$ cat config.mk
export PLATFORM = sky130hd
export DESIGN_NAME = fifo_cmd_arbiter
export DESIGN_NICKNAME = d
export VERILOG_FILES = /design/src/rtl/fifo_cmd_arbiter.sv
export SDC_FILE = /design/constraint.sdc
export NUM_CORES = 1
export LEC_CHECK = 0
export CAP_MARGIN = 30
export CORE_AREA = 2 2 96 89
export DETAILED_ROUTE_END_ITERATION = 6
export DIE_AREA = 0 0 98 91
export GPL_TIMING_DRIVEN = 0
export PLACE_DENSITY = 0.75
export RECOVER_POWER = 50
export REMOVE_ABC_BUFFERS = 1
export SYNTH_ARGS = -nofsm -noshare
export SYNTH_HDL_FRONTEND = slang
export SYNTH_SLANG_ARGS = --single-unit
$ cat constraint.sdc
create_clock -name clk -period 2.26 [get_ports clk]
set_clock_uncertainty 0.1 [all_clocks]
set_input_delay 0.678 -clock clk [delete_from_list [all_inputs] [get_ports clk]]
set_output_delay 0.678 -clock clk [all_outputs]
set_load 0.01 [all_outputs]
$ cat src/rtl/fifo_cmd_arbiter.sv
// Command arbiter in front of an 8-entry buffer: merges producer writes and consumer
// read requests into one buffer command per cycle and returns read data after two cycles.
module fifo_cmd_arbiter #(
  parameter int DEPTH = 8,
  parameter int WIDTH = 32,
  localparam int CW = $clog2(DEPTH + 1)
) (
  input  logic             clk,
  input  logic             rst_n,
  input  logic             wr_valid,
  input  logic [WIDTH-1:0] wr_data,
  output logic             wr_ready,
  input  logic             rd_req,
  output logic             rd_ready,
  output logic             rd_valid,
  output logic [WIDTH-1:0] rd_data,
  output logic             buf_valid,
  output logic             buf_wr_rd,
  output logic [WIDTH-1:0] buf_wdata,
  input  logic [WIDTH-1:0] buf_rdata,
  output logic [CW-1:0]    count,
  output logic             full,
  output logic             empty
);

  typedef enum logic {
    GRANT_READ  = 1'b0,
    GRANT_WRITE = 1'b1
  } grant_e;

  grant_e     last_grant;
  logic       wr_legal;
  logic       rd_legal;
  logic       wr_grant;
  logic       rd_grant;
  logic [1:0] rd_pipe;

  assign wr_legal = (count < CW'(DEPTH));
  assign rd_legal = (count != '0);
  assign full     = (count == CW'(DEPTH));
  assign empty    = (count == '0);
  assign wr_ready = wr_grant;
  assign rd_ready = rd_grant;

  // Occupancy limits override round-robin when both sides contend.
  always_comb begin
    wr_grant = 1'b0;
    rd_grant = 1'b0;
    if (wr_valid && rd_req) begin
      if (!rd_legal) begin
        wr_grant = wr_legal;
      end else if (!wr_legal) begin
        rd_grant = 1'b1;
      end else if (last_grant == GRANT_READ) begin
        wr_grant = 1'b1;
      end else begin
        rd_grant = 1'b1;
      end
    end else if (wr_valid) begin
      wr_grant = wr_legal;
    end else if (rd_req) begin
      rd_grant = rd_legal;
    end
  end

  always_ff @(posedge clk or negedge rst_n) begin
    if (!rst_n) begin
      count      <= '0;
      last_grant <= GRANT_READ;
      buf_valid  <= 1'b0;
      buf_wr_rd  <= 1'b0;
      buf_wdata  <= '0;
    end else begin
      buf_valid <= wr_grant || rd_grant;
      if (wr_grant) begin
        count      <= count + CW'(1);
        last_grant <= GRANT_WRITE;
        buf_wr_rd  <= 1'b1;
        buf_wdata  <= wr_data;
      end else if (rd_grant) begin
        count      <= count - CW'(1);
        last_grant <= GRANT_READ;
        buf_wr_rd  <= 1'b0;
      end
    end
  end

  // Buffer samples the read at E+1 and drives data by E+2, where it is captured.
  always_ff @(posedge clk or negedge rst_n) begin
    if (!rst_n) begin
      rd_pipe  <= 2'b00;
      rd_valid <= 1'b0;
      rd_data  <= '0;
    end else begin
      rd_pipe  <= {rd_pipe[0], rd_grant};
      rd_valid <= rd_pipe[1];
      if (rd_pipe[1]) begin
        rd_data <= buf_rdata;
      end
    end
  end

endmodule

Word level (Yosys, flattened, before mapping)
Index checks and enable logic that the tools add are counted.
{ "totals": {"out_inout_bits": 75, "word_cells": 31, "ff_bits": 73} }
{ "op_classes": {"reduce_logical": 5, "n_addsub": 2, "n_mux": 15, "eq_ne": 1, "magnitude_cmp": 1} }
{ "op_table": {"columns": ["op", "n"], "rows": [
  ["two-way mux 1 bit", 13],
  ["two-way mux 4 bit", 2],
  ["adder 4 x 1 -> 4 bit (second input constant)", 1],
  ["== test 4 bit (second input constant)", 1],
  ["logical NOT 4 bit", 1],
  ["< comparator 4 bit (second input constant)", 1],
  ["nonzero test 4 bit", 1],
  ["subtractor 4 x 1 -> 4 bit (second input constant)", 1],
  ["nonzero test 2 bit", 1],
  ["logical AND 1 bit", 1],
  ["logical OR 1 bit", 1]
]} }

Depth between registers and ports, before layout
Gate-level depths: netlist of the first run.
{ "logic_depth": {"word_depth": 6, "mapped_depth": 8, "ltp_nobuf": 7} }

Least setup slack after synthesis of the first run
No wires, ideal clock.
{ "synth_path": {"kind": "register to register", "startpoint": "reg count[0]", "endpoint": "reg count[2]", "t_required_ns": 2.080, "arrival_ns": 2.065, "period_less_slack_ns": 2.245, "stages_incl_launch_ff": 9, "n_path_buf": 1, "setup_slack_ns": 0.015, "cell_sequence": "dfrtp_1 -> or3_4 -> a31oi_4 -> buf_6 -> xnor2_1 -> ha_1 -> nor2_1 -> a32oi_1 -> xnor2_1"} }
{ "synth_between": {"elab_chain_len": 5, "elab_cells_between_ends": 16, "cone_classes": "2 x add/sub; 1 x order compare; 11 x mux; 2 x reduce/logical"} }
{ "synth_lines": {"columns": ["element", "line_no", "source"], "rows": [
  ["start, declared", "21", "output logic [CW-1:0] count,"],
  ["start signal, assigned", "76", "count <= count + CW'(1);"],
  ["start signal, assigned", "81", "count <= count - CW'(1);"],
  ["< comparator 4 bit", "38", "assign wr_legal = (count < CW'(DEPTH));"],
  ["two-way mux 1 bit", "52", "end else if (!wr_legal) begin"],
  ["two-way mux 1 bit", "50", "if (!rd_legal) begin"],
  ["two-way mux 1 bit *", "49", "if (wr_valid && rd_req) begin"],
  ["via wr_ready", "12", "output logic wr_ready,"],
  ["two-way mux 4 bit or nonzero test 2 bit (tied branches)", null, null]
]} }
Mark *: on every way through the listed nets, which the timed path passes. The rest lies on a longest branch. The select of a mux whose other input is x is not followed.
A chain may end at the register's enable or synchronous reset.

Worst setup path after layout of the first run
{ "layout_path": {"startpoint": "reg count[0]", "endpoint": "out wr_ready"} }
{ "layout_between": {"elab_chain_len": 4, "elab_cells_between_ends": 6, "cone_classes": "1 x order compare; 4 x mux; 1 x reduce/logical"} }
{ "layout_lines": {"columns": ["element", "line_no"], "rows": [
  ["< comparator 4 bit", "38"],
  ["two-way mux 1 bit", "52"],
  ["two-way mux 1 bit", "50"],
  ["two-way mux 1 bit *", "49"],
  ["end, declared", "12"]
]} }
Mark *: on every way between the ends. The rest lies on a longest branch, timed or not.

==> results of run 1 <==
[repair_timing]
action,in CTS,in global routing
buffers inserted,9,0
pin swaps,2,0
setup endpoints to repair,6,5
cloned,0,0
resized for setup,25,2
[metrics by stage]
stage	instances	util	hold WS [ns]	setup WS, ns	power [mW]
detailed placement	407	0.552	0.237	-0.917	5.43
global route	430	0.580	0.0963	-0.0844	6.84
floorplan	163	-	0.231	-0.322	3.64
finish	430	0.580	0.100	-0.0257	6.44
global placement	404	0.543	0.233	-2.12	5.29
CTS	430	0.584	0.0344	-0.0338	6.56
[metal layers]
metal | global-route usage | vias to the layer above
li1 | - | 913
met1 | 0.174 | 959
met2 | 0.219 | 96
met3 | 0.0716 | 8
met4 | 0.0556 | 0
met5 | 0 | -
[sequential cells by signal, summed over array words and instances (netlist names)]
register	flops
buf_valid	1
buf_wdata	32
count	4
last_grant	1
rd_data	32
rd_pipe	2
rd_valid	1
[logic make-up after synthesis]
| family | after synthesis | synth area share |
|---|---|---|
| flip-flops | 73 | 0.657 |
| multiplexers | 65 | 0.263 |
| AND/OR/NAND/NOR | 12 | 0.0230 |
| AO/OA/AOI/OAI | 8 | 0.0234 |
| buffers and inverters | 8 | 0.0189 |
| XOR/XNOR | 3 | 0.00946 |
| adder cells (fa/ha/maj) | 1 | 0.00450 |
[area by class of cell]
| type | count | share of cell area |
|---|---|---|
| sequential | 73 | 0.401 |
| timing repair buffer | 154 | 0.330 |
| multi-input combinational | 89 | 0.201 |
| clock buffer | 10 | 0.0302 |
| tap | 99 | 0.0271 |
| clock inverter | 4 | 0.00987 |
| inverter | 1 | 0.000822 |
[worst max-delay path: stages, from the launching register on]
cell and delay [ns]:
dfrtp_2 0.40, or3_4 0.41, a31oi_4 0.21, buf_2 0.16
[placed cells by master (no fill, tap or decap), types with 2 or more instances in the layout]
master / instances
nor2_1: 4
dfrtp_1: 70
nand2_1: 2
dfrtp_2: 3
mux2_2: 65
dlygate4sd2_1: 2
a21oi_1: 2
clkinv_2: 3
clkbuf_8: 10
and2_1: 2
xnor2_1: 2
buf_2: 3
clkdlybuf4s50_1: 133
buf_4: 10
[power breakdown]
part / switching, mW / leakage, nW / internal, mW
clock network: 0.447 / 0.0978 / 0.522
registers: 0.388 / 0.853 / 1.97
logic: 1.11 / 0.953 / 2.00
total: 1.95 / 1.90 / 4.50
[final timing paths]
path	endpoint	from	slack (ns)	cells after the start
min	buf_wdata[23]	rst_n	0.10	1
max	wr_ready	count[0]	-0.03	3
min reg2reg	rd_pipe[1]	rd_pipe[0]	0.25	0
max in group asynchronous	count[2]	rst_n	0.69	2
min in group clk	rd_pipe[1]	rd_pipe[0]	0.25	0
max reg2reg	count[2]	count[0]	0.05	8
==> run metrics, run 1 <==
diode count=0; count leader, synth=dfrtp_1; layout cells sized above 1=0.308; Reg area=1830 um2; num rows=31; All-Layer GR Usage=0.144; CTS tree=built; fin crit period=2.29 ns; Max Used Layer=met4; WS Path Type=reg2out; 1st-iter DRT viols=31; Final Hold Fails=0; DR vias=1976; CP arrival=1.51 ns; post-synthesis cell type count=23; met2 routed WL=2.93 mm; # IOs=143; CP required=1.48 ns; cell taking the most area after synthesis=dfrtp_1; Placed Area=4340 um2; MaxCap Viol Count=0; Max clock buf depth=2; final WL=6.30 mm; HPWL after DPL=4.46 mm; nets=397; Via density=4.60; Core ar.=7870 um2; met3 routed WL=701 um; syn avg cell area=16.3 um2; Crit. End Element=output pin; design area=4560 um2; Final ANT Viol Nets=0; worst hold path class=in2async; setup slack after layout=-0.0257 ns; GP Congestion=0.771; Yosys reg bits=73; TritonCTS Sinks=73; Die Span X=98 um; Synth area leaders=dfrtp_1, mux2_2, buf_6, a31oi_4, xnor2_1; drt first pass iters=4; maximum vdd ir drop=0.667 mV; total CTS buffers=9; Synth Instances=170; final setup fails=2; failing checks=negative setup slack; most frequent cells after synthesis=dfrtp_1, mux2_2, nor2_1; Port Buffers=142; outcome=finished with violations; Yosys warnings=0; worst-margin pin slew=0.904 ns; Clock transition at path regs=0.07 ns; share of the synthesized area in the top cell type=0.657; CP Launch Type=flip-flop; CP max FO=3; Slew Limit Fails=0; setup TNS=-0.0469 ns; multi-input combinational cell area=918 um2; M1 wire length=2.59 mm; synthesis-to-finish area growth=64.3%; Fill cells=660; Async SR Flop Fraction=1.00; initial antenna violation count=0; RSZ-0062 raised after global routing=yes; post-synthesis sequential area ratio=0.657; EDFF count, synth=0; die area=8920 um2; largest net degree at the start of global routing=69; initial core utilization=0.353; PwrDens=1410 nW/um2; crit share post-route=1.01; first-pass GRT wire length=10.1 mm; Hold Buf Count CTS=0; top_reg_cell synth=dfrtp_1; Pleak=1.90 nW; fmax=0.438 GHz; H-tree depth=3; Die Y=91 um; number of global-route vias before repair=2074; DRC viols=0; Worst slew margin=0.397; cell area after synthesis=2780 um2; GRT overflow=0; Clock Latency Late Sink=0.33 ns; Wirelength per Cell=14.7 um; clk root buf=clkbuf_8
(Power assumes the default switching activity.)
==> inputs of run 2 (changes only) <==
--- a/config.mk
+++ b/config.mk
@@ -9,6 +9,7 @@
 export CORE_AREA = 2 2 96 89
 export DETAILED_ROUTE_END_ITERATION = 6
 export DIE_AREA = 0 0 98 91
+export GPL_ROUTABILITY_DRIVEN = 1
 export GPL_TIMING_DRIVEN = 0
 export PLACE_DENSITY = 0.75
 export RECOVER_POWER = 50
==> results of run 2 <==
Final layout, timing and power as in run 1 (identical DEF).
==> inputs of run 3 (changes only) <==
--- a/config.mk
+++ b/config.mk
@@ -10,7 +10,6 @@
 export DETAILED_ROUTE_END_ITERATION = 6
 export DIE_AREA = 0 0 98 91
 export GPL_ROUTABILITY_DRIVEN = 1
-export GPL_TIMING_DRIVEN = 0
 export PLACE_DENSITY = 0.75
 export RECOVER_POWER = 50
 export REMOVE_ABC_BUFFERS = 1
==> run metrics, run 3 (synthesis results as in run 1) <==
outcome=finished clean; design area=4580 um2; biggest regs=buf_wdata: 32 flops, rd_data: 32 flops, count: 4 flops; H-tree depth=3; setup slack after layout=0.00843 ns; CTS tree=built; Placed Area=4400 um2; Clock Latency Late Sink=0.33 ns; CP max FO=3; WP buf/inv=2; Die Y=91 um; PwrDens=1390 nW/um2; fmax=0.444 GHz; Core ar.=7870 um2; Fin Hold WS=0.249 ns; Slew Limit Fails=0; HPWL after DPL=4.60 mm; Pleak=1.92 nW; Crit-path slowest cell=dfrtp_1; delay-heaviest family, CP=flip-flops; commonest non-fill, non-tap cell in the layout=clkdlybuf4s50_1; layout cells sized above 1=0.318; 1st-iter DRT viols=44; worst flop-to-flop path endpoint=buf_wdata[31]; Reg2Reg Depth=5; placed cell count=419; hold depth=0; Worst slew margin=0.356; Reg area=1830 um2; DR vias=2034; r2r setup slk=0.09 ns; maximum vdd ir drop=0.779 mV; largest net degree at the start of global routing=39; drt first pass iters=2; Clock transition at path regs=0.07 ns; worst hold path class=reg2reg; Final ANT Viol Nets=0; clk root buf=clkbuf_8; most frequent cells in the layout=clkdlybuf4s50_1, dfrtp_1, mux2_2; MaxCap Viol Count=0; Hold Buf Count CTS=0; CP required=1.48 ns; crit-path max cell delay=0.40 ns; diode count=0; fin util=0.582; multi-input combinational cell area=918 um2; CP arrival=1.47 ns; GP Congestion=0.741; worst r2r src=count[0]; Max clock buf depth=2; DRC viols=0; synthesis-to-finish area growth=64.9%; TritonCTS Sinks=73; GRT overflow=0; Cell Count, Final, Fillers Out=439; # IOs=143; Die Span X=98 um; Fill cells=639; setup TNS=0 ns; WS Path Type=reg2out; crit path from=count[0]; Port Buffers=142; RSZ-0062 raised after global routing=yes; Via density=4.63; Crit. End Element=output pin; Final Hold Fails=0; fin crit period=2.25 ns; first-pass GRT wire length=10.6 mm; hold endpoint=rd_pipe[1]; number of global-route vias before repair=2151; crit share post-route=0.996; CP Launch Type=flip-flop; total CTS buffers=9; worst hold start=rd_pipe[0]; cells along the critical path=buf_4 > nor3_4 > o21bai_1 > and2_1 > buf_2; Wirelength per Cell=14.6 um; nets=406; Total Power=6.38 mW; num rows=31; initial core utilization=0.353; Worst Setup Slack post-DPL=-0.638 ns; die area=8920 um2; All-Layer GR Usage=0.149; worst-margin pin slew=0.967 ns; final setup fails=0; final WL=6.41 mm; initial antenna violation count=0
[run 3: cell types whose count changed in the layout (fill, tap and decap cells not counted), moves of 3 or more]
cell and change:
dfrtp_1 +3, dlygate4sd3_1 +3, buf_6 +3, clkdlybuf4s50_1 -3, buf_4 +7, dfrtp_2 -3
[run 3: metal layers]
layer	up-vias	GRT usage	wire length [um]	share of wire
met1	992	0.183	2580	0.40
met2	99	0.228	2990	0.47
li1	932	-	-	-
met3	11	0.0770	746	0.12
met4	0	0.0486	95	0.015
met5	-	0	0	0
[run 3: how the worst max path moves through the flow]
stage	to	slack [ns]	depth (start not counted)
finish	rd_ready	0.008	5
global placement	rd_ready	-0.59	5
floorplan	count[2]	-0.32	7
detailed placement	rd_ready	-0.64	5
global route	rd_ready	-0.07	5
CTS	wr_ready	-0.02	3
[run 3: final cells by class]
| class | instances | share of cell area |
|---|---|---|
| flip-flops and latches | 73 | 0.399 |
| repair buffers | 163 | 0.340 |
| multi-input cells | 89 | 0.200 |
| clock buffers | 10 | 0.0279 |
| well taps | 99 | 0.0270 |
| clock inverters | 4 | 0.00492 |
| inverters | 1 | 0.000819 |
[run 3: what timing repair did]
item | 4_1_cts | 5_1_grt
endpoints found under the hold margin | 0 | 0
gates resized for setup | 26 | 2
endpoints found under the setup margin | 6 | 6
gates cloned | 0 | 0
buffers inserted | 2 | 4
pin swaps | 3 | 3
[run 3: power breakdown]
group	internal [mW]	total (mW)	switching (mW)
registers	1.97	2.29	0.323
logic	2.07	3.27	1.20
clock network	0.381	0.823	0.442
